===== src/rtl/uart_pkg.sv =====
// Shared UART definitions: receiver FSM state encoding, clocks-per-bit
// helper and parameter legality check (also intended for uart_tx_param).
package uart_pkg;

   typedef enum logic [2:0] {
      ST_IDLE,
      ST_START,
      ST_DATA,
      ST_PARITY,
      ST_STOP
   } uart_rx_state_e;

   localparam int MIN_BPS_CNT = 8;

   function automatic int bps_cnt(input int clk_hz, input int bps);
      return clk_hz / bps;
   endfunction

   function automatic bit uart_params_ok(input int clk_hz, input int bps,
                                         input int data_bits, input int stop_bits,
                                         input int parity_odd);
      if (bps <= 0) return 1'b0;
      if (bps_cnt(clk_hz, bps) < MIN_BPS_CNT) return 1'b0;
      if (data_bits < 5 || data_bits > 9) return 1'b0;
      if (stop_bits < 1 || stop_bits > 2) return 1'b0;
      if (parity_odd < 0 || parity_odd > 1) return 1'b0;
      return 1'b1;
   endfunction

endpackage


===== src/rtl/uart_rx_sync.sv =====
// RX line conditioning: 2-flop synchroniser (idles high), 3-tap history
// with majority vote, and falling-edge detect on the synchronised line.
module uart_rx_sync (
   input  logic clk,
   input  logic rst,
   input  logic rx_pin,
   output logic rx_bit,
   output logic rx_fall
);

   logic [1:0] sync_q, sync_d;
   logic [2:0] hist_q, hist_d;

   // shift the raw pin through the synchroniser and the history register
   always_comb begin
      sync_d = {sync_q[0], rx_pin};
      hist_d = {hist_q[1:0], sync_q[1]};
   end

   // reset to idle-high so release never looks like a start edge
   always_ff @(posedge clk or negedge rst) begin
      if (!rst) begin
         sync_q <= '1;
         hist_q <= '1;
      end else begin
         sync_q <= sync_d;
         hist_q <= hist_d;
      end
   end

   assign rx_bit  = (hist_q[0] & hist_q[1]) | (hist_q[0] & hist_q[2]) | (hist_q[1] & hist_q[2]);
   assign rx_fall = hist_q[0] & ~sync_q[1];

endmodule


===== src/rtl/uart_rx_param.sv =====
// Parametrised UART receiver with valid/ready holding register.
// Optional parity check compiled in with `define UART_RX_PARITY_EN.
//
// state     | meaning
// ----------+-----------------------------------------------------------
// ST_IDLE   | line idle, waiting for a falling edge
// ST_START  | timing half a bit to re-check the start bit (glitch reject)
// ST_DATA   | sampling DATA_BITS at bit centres, LSB first
// ST_PARITY | sampling the parity bit (parity builds only)
// ST_STOP   | sampling STOP_BITS; frame completes on the last one
import uart_pkg::*;

module uart_rx_param #(
   parameter int CLK        = 200_000_000,
   parameter int BPS        = 115200,
   parameter int DATA_BITS  = 8,
   parameter int STOP_BITS  = 1,
   parameter int PARITY_ODD = 0
) (
   input  logic                 clk,
   input  logic                 rst,
   input  logic                 rx_pin,
   output logic [DATA_BITS-1:0] rx_data,
   output logic                 rx_valid,
   input  logic                 rx_ready,
   output logic                 frame_err,
   output logic                 parity_err,
   output logic                 overrun,
   output logic                 rx_busy
);

   localparam int BPS_CNT = bps_cnt(CLK, BPS);
   localparam int CNT_W   = $clog2(BPS_CNT);
   localparam int BIT_W   = $clog2(DATA_BITS + 1);

   // timers count down to zero; first wait is half a bit, then whole bits
   localparam logic [CNT_W-1:0] HALF_LD   = CNT_W'(BPS_CNT / 2);
   localparam logic [CNT_W-1:0] FULL_LD   = CNT_W'(BPS_CNT - 1);
   localparam logic [BIT_W-1:0] DATA_LAST = BIT_W'(DATA_BITS - 1);
   localparam logic [BIT_W-1:0] STOP_LAST = BIT_W'(STOP_BITS - 1);

   generate
      if (!uart_params_ok(CLK, BPS, DATA_BITS, STOP_BITS, PARITY_ODD)) begin : g_param_err
         $error("uart_rx_param: illegal parameter combination");
      end
   endgenerate

   logic                 rx_bit, rx_fall;
   uart_rx_state_e       state_q, state_d;
   logic [CNT_W-1:0]     cnt_q, cnt_d;
   logic [BIT_W-1:0]     bit_cnt_q, bit_cnt_d;
   logic [DATA_BITS-1:0] shift_q, shift_d;
   logic                 fe_acc_q, fe_acc_d;
   logic                 frame_done, frame_fe;
   logic [DATA_BITS-1:0] data_q, data_d;
   logic                 valid_q, valid_d;
   logic                 frame_err_q, frame_err_d;
   logic                 overrun_q, overrun_d;
`ifdef UART_RX_PARITY_EN
   localparam logic ODD_BIT = (PARITY_ODD != 0);
   logic                 pe_acc_q, pe_acc_d;
   logic                 frame_pe;
   logic                 parity_err_q, parity_err_d;
`endif

   uart_rx_sync u_sync (
      .clk    (clk),
      .rst    (rst),
      .rx_pin (rx_pin),
      .rx_bit (rx_bit),
      .rx_fall(rx_fall)
   );

   // frame FSM: next state, bit timers, data shifter and error accumulation
   always_comb begin
      state_d    = state_q;
      cnt_d      = cnt_q;
      bit_cnt_d  = bit_cnt_q;
      shift_d    = shift_q;
      fe_acc_d   = fe_acc_q;
      frame_done = 1'b0;
      frame_fe   = 1'b0;
`ifdef UART_RX_PARITY_EN
      pe_acc_d   = pe_acc_q;
      frame_pe   = 1'b0;
`endif
      case (state_q)
         ST_IDLE: begin
            cnt_d     = HALF_LD;
            bit_cnt_d = '0;
            fe_acc_d  = 1'b0;
`ifdef UART_RX_PARITY_EN
            pe_acc_d  = 1'b0;
`endif
            if (rx_fall) state_d = ST_START;
         end
         ST_START: begin
            if (cnt_q == '0) begin
               cnt_d = FULL_LD;
               if (rx_bit) state_d = ST_IDLE;
               else        state_d = ST_DATA;
            end else begin
               cnt_d = cnt_q - 1'b1;
            end
         end
         ST_DATA: begin
            if (cnt_q == '0) begin
               cnt_d   = FULL_LD;
               shift_d = {rx_bit, shift_q[DATA_BITS-1:1]};
               if (bit_cnt_q == DATA_LAST) begin
                  bit_cnt_d = '0;
`ifdef UART_RX_PARITY_EN
                  state_d   = ST_PARITY;
`else
                  state_d   = ST_STOP;
`endif
               end else begin
                  bit_cnt_d = bit_cnt_q + 1'b1;
               end
            end else begin
               cnt_d = cnt_q - 1'b1;
            end
         end
`ifdef UART_RX_PARITY_EN
         ST_PARITY: begin
            if (cnt_q == '0) begin
               cnt_d    = FULL_LD;
               pe_acc_d = rx_bit ^ (^shift_q) ^ ODD_BIT;
               state_d  = ST_STOP;
            end else begin
               cnt_d = cnt_q - 1'b1;
            end
         end
`endif
         ST_STOP: begin
            if (cnt_q == '0) begin
               cnt_d = FULL_LD;
               if (!rx_bit) fe_acc_d = 1'b1;
               if (bit_cnt_q == STOP_LAST) begin
                  // no trailing idle needed: IDLE can catch the next start edge
                  state_d    = ST_IDLE;
                  frame_done = 1'b1;
                  frame_fe   = fe_acc_q | ~rx_bit;
`ifdef UART_RX_PARITY_EN
                  frame_pe   = pe_acc_q;
`endif
               end else begin
                  bit_cnt_d = bit_cnt_q + 1'b1;
               end
            end else begin
               cnt_d = cnt_q - 1'b1;
            end
         end
         default: state_d = ST_IDLE;
      endcase
   end

   // holding register: load on completion when free or being drained, else overrun
   always_comb begin
      data_d      = data_q;
      valid_d     = valid_q;
      frame_err_d = frame_err_q;
      overrun_d   = 1'b0;
`ifdef UART_RX_PARITY_EN
      parity_err_d = parity_err_q;
`endif
      if (valid_q && rx_ready) valid_d = 1'b0;
      if (frame_done) begin
         if (!valid_q || rx_ready) begin
            data_d      = shift_q;
            valid_d     = 1'b1;
            frame_err_d = frame_fe;
`ifdef UART_RX_PARITY_EN
            parity_err_d = frame_pe;
`endif
         end else begin
            overrun_d = 1'b1;
         end
      end
   end

   // state and datapath registers
   always_ff @(posedge clk or negedge rst) begin
      if (!rst) begin
         state_q     <= ST_IDLE;
         cnt_q       <= '0;
         bit_cnt_q   <= '0;
         shift_q     <= '0;
         fe_acc_q    <= 1'b0;
         data_q      <= '0;
         valid_q     <= 1'b0;
         frame_err_q <= 1'b0;
         overrun_q   <= 1'b0;
`ifdef UART_RX_PARITY_EN
         pe_acc_q     <= 1'b0;
         parity_err_q <= 1'b0;
`endif
      end else begin
         state_q     <= state_d;
         cnt_q       <= cnt_d;
         bit_cnt_q   <= bit_cnt_d;
         shift_q     <= shift_d;
         fe_acc_q    <= fe_acc_d;
         data_q      <= data_d;
         valid_q     <= valid_d;
         frame_err_q <= frame_err_d;
         overrun_q   <= overrun_d;
`ifdef UART_RX_PARITY_EN
         pe_acc_q     <= pe_acc_d;
         parity_err_q <= parity_err_d;
`endif
      end
   end

   assign rx_data   = data_q;
   assign rx_valid  = valid_q;
   assign frame_err = frame_err_q;
   assign overrun   = overrun_q;
   assign rx_busy   = (state_q != ST_IDLE);
`ifdef UART_RX_PARITY_EN
   assign parity_err = parity_err_q;
`else
   assign parity_err = 1'b0;
`endif

endmodule


===== config.mk =====
export PLATFORM = sky130hd
export DESIGN_NAME = uart_rx_param
export DESIGN_NICKNAME = d
export VERILOG_FILES = /design/src/rtl/uart_pkg.sv /design/src/rtl/uart_rx_sync.sv /design/src/rtl/uart_rx_param.sv
export SDC_FILE = /design/constraint.sdc
export NUM_CORES = 1
export LEC_CHECK = 0
export ABC_AREA = 1
export CAP_MARGIN = 20
export CORE_MARGIN = 5
export CORE_UTILIZATION = 25
export DETAILED_ROUTE_END_ITERATION = 16
export DONT_BUFFER_PORTS = 1
export GPL_TIMING_DRIVEN = 1
export PLACE_DENSITY_LB_ADDON = 0.08
export SLEW_MARGIN = 20
export SYNTH_ARGS = -nofsm -noshare
export SYNTH_HDL_FRONTEND = slang
export SYNTH_SLANG_ARGS = --single-unit

===== constraint.sdc =====
create_clock -name clk -period 4.2 [get_ports clk]
set_input_delay 0.42 -clock clk [delete_from_list [all_inputs] [get_ports clk]]
set_output_delay 0.42 -clock clk [all_outputs]
set_load 0.01 [all_outputs]

---- Word-level counts from Yosys, hierarchy flattened ----
Index checks and enable logic that the tools add are counted.
storage, ports and cells
  flip-flop bits (word level) ............. 43
  bits of input ports ..................... 4
  output and inout bits ................... 13
cells by class
  $add $sub $neg .......................... 2
  equality and inequality tests ........... 12
  mux-type cells .......................... 29
  bitwise operators ....................... 9
  reductions and logical operators ........ 16
operator list
  operator                                            number
  one-hot mux 11 bit (2 select lines)                 1
  2-to-1 mux 3 bit                                    6
  2-to-1 mux 4 bit                                    4
  inequality test 2 bit, second input constant        8
  2-to-1 mux 1 bit                                    13
  one-hot mux 3 bit (4 select lines)                  1
  one-hot mux 4 bit (3 select lines)                  1
  logical NOT 11 bit                                  1
  2-to-1 mux 11 bit                                   1
  subtractor 11 x 1 -> 11 bit, second input constant  1
  AND reduction 6 bit                                 1
  nonzero test 3 bit                                  2
  adder 4 x 1 -> 4 bit, second input constant         1
  AND 1 bit                                           4
  == test 4 x 3 -> 1 bit, second input constant       1
  logical NOT 4 bit                                   1
  AND reduction 2 bit                                 2
  AND reduction 4 bit                                 1
  nonzero test 2 bit                                  2
  == test 3 x 1 -> 1 bit, second input constant       1
  == test 3 x 2 -> 1 bit, second input constant       1
  == test 3 bit, second input constant                1
  logical NOT 3 bit                                   1
  OR 1 bit                                            3
  other kinds (8)                                     9

---- Depth between registers and ports, before layout ----
  depth in word-level cells ............... 8
  gate-level depth with buffers ........... 10
  gate-level depth less buffers ........... 10

---- Cells and area by module ----
From an unflattened synthesis, not the netlist that was laid out.
unflattened totals
  cell total of the unflattened synthesis .. 275
  area, all modules ....................... 2277.2 um^2
modules (own cells, without submodules)
  module         times used  cells each  area each (um^2)  seq. area each (um^2)
  uart_rx_param  1           264         2119.5            950.9
  uart_rx_sync   1           11          157.7             131.4

---- Worst setup path after synthesis ----
No wires, ideal clock.
  path type ............................... reg-to-reg
  from .................................... reg cnt_q[0]
  to ...................................... reg data_q[1], in the netlist rx_data[1]
  arrival time ............................ 1.337 ns
  data required time ...................... 4.083 ns
  path slack .............................. 2.745 ns
  cell stages (with the launch flop) ...... 9
  path buffers ............................ 1
  clock period less this slack ............ 1.455 ns
  cell sequence ........................... dfrtp_1 > inv_1 > ha_1 > nand3_2 > nor2_8 > nand3_4 > buf_6 > nand2_2 > o21ai_2
between the ends
  longest elaborated chain between the ends .. 4
ends and longest elaborated chain
  item                           line                  source
  start, declared                uart_rx_param.sv:50   logic [CNT_W-1:0] cnt_q, cnt_d;
  start signal, assigned         uart_rx_param.sv:200  cnt_q <= cnt_d;
  logical NOT 11 bit             uart_rx_param.sv:136  if (cnt_q == '0) begin
  2-to-1 mux 1 bit               uart_rx_param.sv:136
  2-to-1 mux 1 bit               uart_rx_param.sv:87   case (state_q)
  AND reduction 2 bit (no line)  -
  end signal, assigned           uart_rx_param.sv:204  data_q <= data_d;
  end, declared                  uart_rx_param.sv:55   logic [DATA_BITS-1:0] data_q, data_d;
No other way between the ends.
A chain may end at the register's enable or synchronous reset.

---- Worst setup path after layout ----
  from .................................... reg cnt_q[0]
  to ...................................... reg frame_err_q, in the netlist frame_err
between the ends
  longest elaborated chain between the ends .. 4
  elaborated cells on any way between the ends .. 6
  those cells by class .................... mux (4); reduce/logical (2)
ends and longest elaborated chain
  item                           line                  source
  logical NOT 11 bit (*)         uart_rx_param.sv:136
  2-to-1 mux 1 bit               uart_rx_param.sv:136
  2-to-1 mux 1 bit               uart_rx_param.sv:87
  AND reduction 2 bit (no line)  -
  end signal, assigned           uart_rx_param.sv:206  frame_err_q <= frame_err_d;
  end, declared                  uart_rx_param.sv:57   logic frame_err_q, frame_err_d;
Mark *: on every way between the ends. The rest lies on a longest branch, timed or not.

==> run metrics <==
DRT iter0 DRCs=53; Post-synth top flop=dfrtp_1; first-pass GRT wire length=8490 um; Final min period=1.70 ns; antenna diode count=0; Die ar.=10900 um2; Hold WC Path Type=in2reg; TritonRoute pass-1 iters=4; maximum VDD drop=0.265 mV; core area=8720 um2; Async SR Flop Fraction=1.00; clk slew on worst S/H paths=0.10 ns; synth top area cells=dfrtp_1, nand2_1, dfstp_2; nets@finish=272; Syn. warnings=0; synth unique cells=29; crit-path max cell delay=0.40 ns; setup TNS=0 ns; CP dominant cell by count=inv_1; vias in the first global route=1608; Clk Latency, worst-skew pair=0.30 ns; Yosys reg bits=43; Reg power frac=0.404; CP max FO=18; top-area cell type share of the netlist area=0.427; commonest cells in the netlist=nand2_1, dfrtp_1, inv_1; Port Buf Inserts=0; WHS=0.106 ns; sequential area share after synthesis=0.486; crit path DAT=1.90 ns; period utilization=0.405; post-route ant nets=0; DR DRC count=0; Die Y=104 um; Post-synth EDFFs=0; simple-gate area share of the yosys netlist=0.319; num ports=17; gr usage total=0.0960; syn nets=266; Synth area leader=dfrtp_1; Final Hold Fails=0; Logic pwr share=0.365; Setup-failing EPs final=0; largest net degree at the start of global routing=44; final instance area=2460 um2; P_sw=531 uW; # H-tree levels=2; # fillers=926; Die Wd=104 um; CTS sink count=43; Startpoint Class=register; initial antenna violation count=0; crit path capture type=register; post-synthesis mux area share=0; gpl congestion=0.717; Achievable Freq=0.588 GHz; gr ovfl total=0; Routed WL=4770 um; Max clock buf depth=2; Leakage=1.14 nW; critical-path cell list=inv_1 > ha_1 > nand3_2 > nor2_8 > nand3_4 > o21ai_0 > inv_1; sw frac=0.427; Synth Area in Compound Gates=0.0905; TritonCTS buffer count=5; critical-path cell with the highest stage delay=dfrtp_1; Root Buffer=clkbuf_8; largest family of logic cells by synthesized area=simple AND/OR/NAND/NOR gates; CTS tree=done; Max Cap Violations=0; WS Path Type=reg2reg; Cell Area, Synth=2230 um2; area of the multi-input gates=1000 um2; area grow syn2layout=10.6%; Slew Viols, Final=0; WP buf/inv=2; Top delay family on crit path=simple AND/OR/NAND/NOR gates; unrepaired setup endpoints after global routing=false; Worst Path Required=4.40 ns; Int Pwr=713 uW; Post-Synthesis Cells=258; Post-Synth XOR/XNOR Area=0.0118; Via density=4.26; DR WL/cell=12.8 um; Area after DPL=2330 um2; Synth Area in Adders=0.0270; Avg Cell Area, Syn=8.63 um2; top-count cell post-synth=nand2_1; Site Rows=34; via count=1590; HPWL after DPL=3380 um; Reg area=1080 um2; run status=complete, no violations; Initial Utilization=0.255; layout cells sized above 1=0.166; Worst Skew=0.00333 ns; clock share of power=0.231; PD cells=506 nW/um2
[path summary, 6_finish.rpt]
| check | start | endpoint | slack, ns | cells after the start |
|---|---|---|---|---|
| worst max-delay path | cnt_q[0] | frame_err | 2.50 | 7 |
| worst min-delay path | rx_pin | u_sync.sync_q[0] | 0.11 | 0 |
| worst max register to register | cnt_q[0] | frame_err | 2.50 | 7 |
| worst min register to register | u_sync.sync_q[0] | u_sync.sync_q[1] | 0.37 | 0 |
| max in group asynchronous | rst | u_sync.sync_q[1] | 3.31 | 2 |
| min in group asynchronous | rst | cnt_q[2] | 0.61 | 2 |
[stage by stage]
step,utilization,power (mW),std cells,setup slack (ns)
2_1_floorplan,-,0.854,258,2.75
3_3_place_gp,0.267,0.972,363,2.54
3_5_place_dp,0.267,0.965,363,2.49
4_1_cts,0.282,1.27,373,2.48
5_1_grt,0.282,1.36,373,2.28
6_report,0.282,1.24,373,2.50
[layer usage]
metal | wire length, um | global-route usage
met1 | 2340 | 0.133
met2 | 2200 | 0.144
met3 | 168 | 0.0286
met4 | 63 | 0.0278
met5 | 0 | 0
[registers in the layout (all words and copies together), names as in the netlist, 2 cells and up]
register	count
rx_data	8
u_sync.sync_q	2
cnt_q	11
bit_cnt_q	4
u_sync.hist_q	3
shift_q	8
state_q	3
[cell usage in the layout (no fill, tap or decap), types with 4 or more instances in the layout]
master / synthesis / final
dfstp_2: 5 / 5
dfrtp_1: 38 / 38
a21oi_1: 5 / 5
nand2_1: 80 / 80
nor2_1: 18 / 18
o21ai_2: 8 / 8
ha_1: 4 / 4
clkbuf_8: 0 / 5
o21ai_0: 9 / 9
inv_1: 27 / 27
nor2_4: 5 / 5
nand3_1: 16 / 16
o21ai_1: 11 / 11
[layout make-up]
cell class                 count  share of cell area
inverter                      30              0.0458
clock buffer                   5              0.0280
timing repair buffer           2              0.0153
clock inverter                 3             0.00966
sequential                    43               0.440
multi-input combinational    182               0.407
tap                          108              0.0549
[power groups by stage]
stage | Combinational (mW) | Clock, mW | Sequential [mW]
2_1_floorplan | 0.352 | 0 | 0.502
3_5_place_dp | 0.453 | 0 | 0.512
5_1_grt | 0.534 | 0.319 | 0.509
4_1_cts | 0.468 | 0.303 | 0.504
6_report | 0.454 | 0.287 | 0.503
3_3_place_gp | 0.461 | 0 | 0.512
[cell families after synthesis]
logic type | after synthesis
DFF | 43
AOI/OAI and AO/OA | 34
adders and majority gates | 5
other | 1
and+or+nand+nor | 139
xor gates and xnor gates | 3
buffers and inverters | 33
[what timing repair did]
| item | in CTS | in global routing |
|---|---|---|
| endpoints found under the hold margin | 43 | 0 |
| hold buffers | 2 | 0 |
| buffers inserted | 0 | 0 |
| resized for setup | 0 | 0 |
Note: power is estimated with default switching activity, not from simulation.
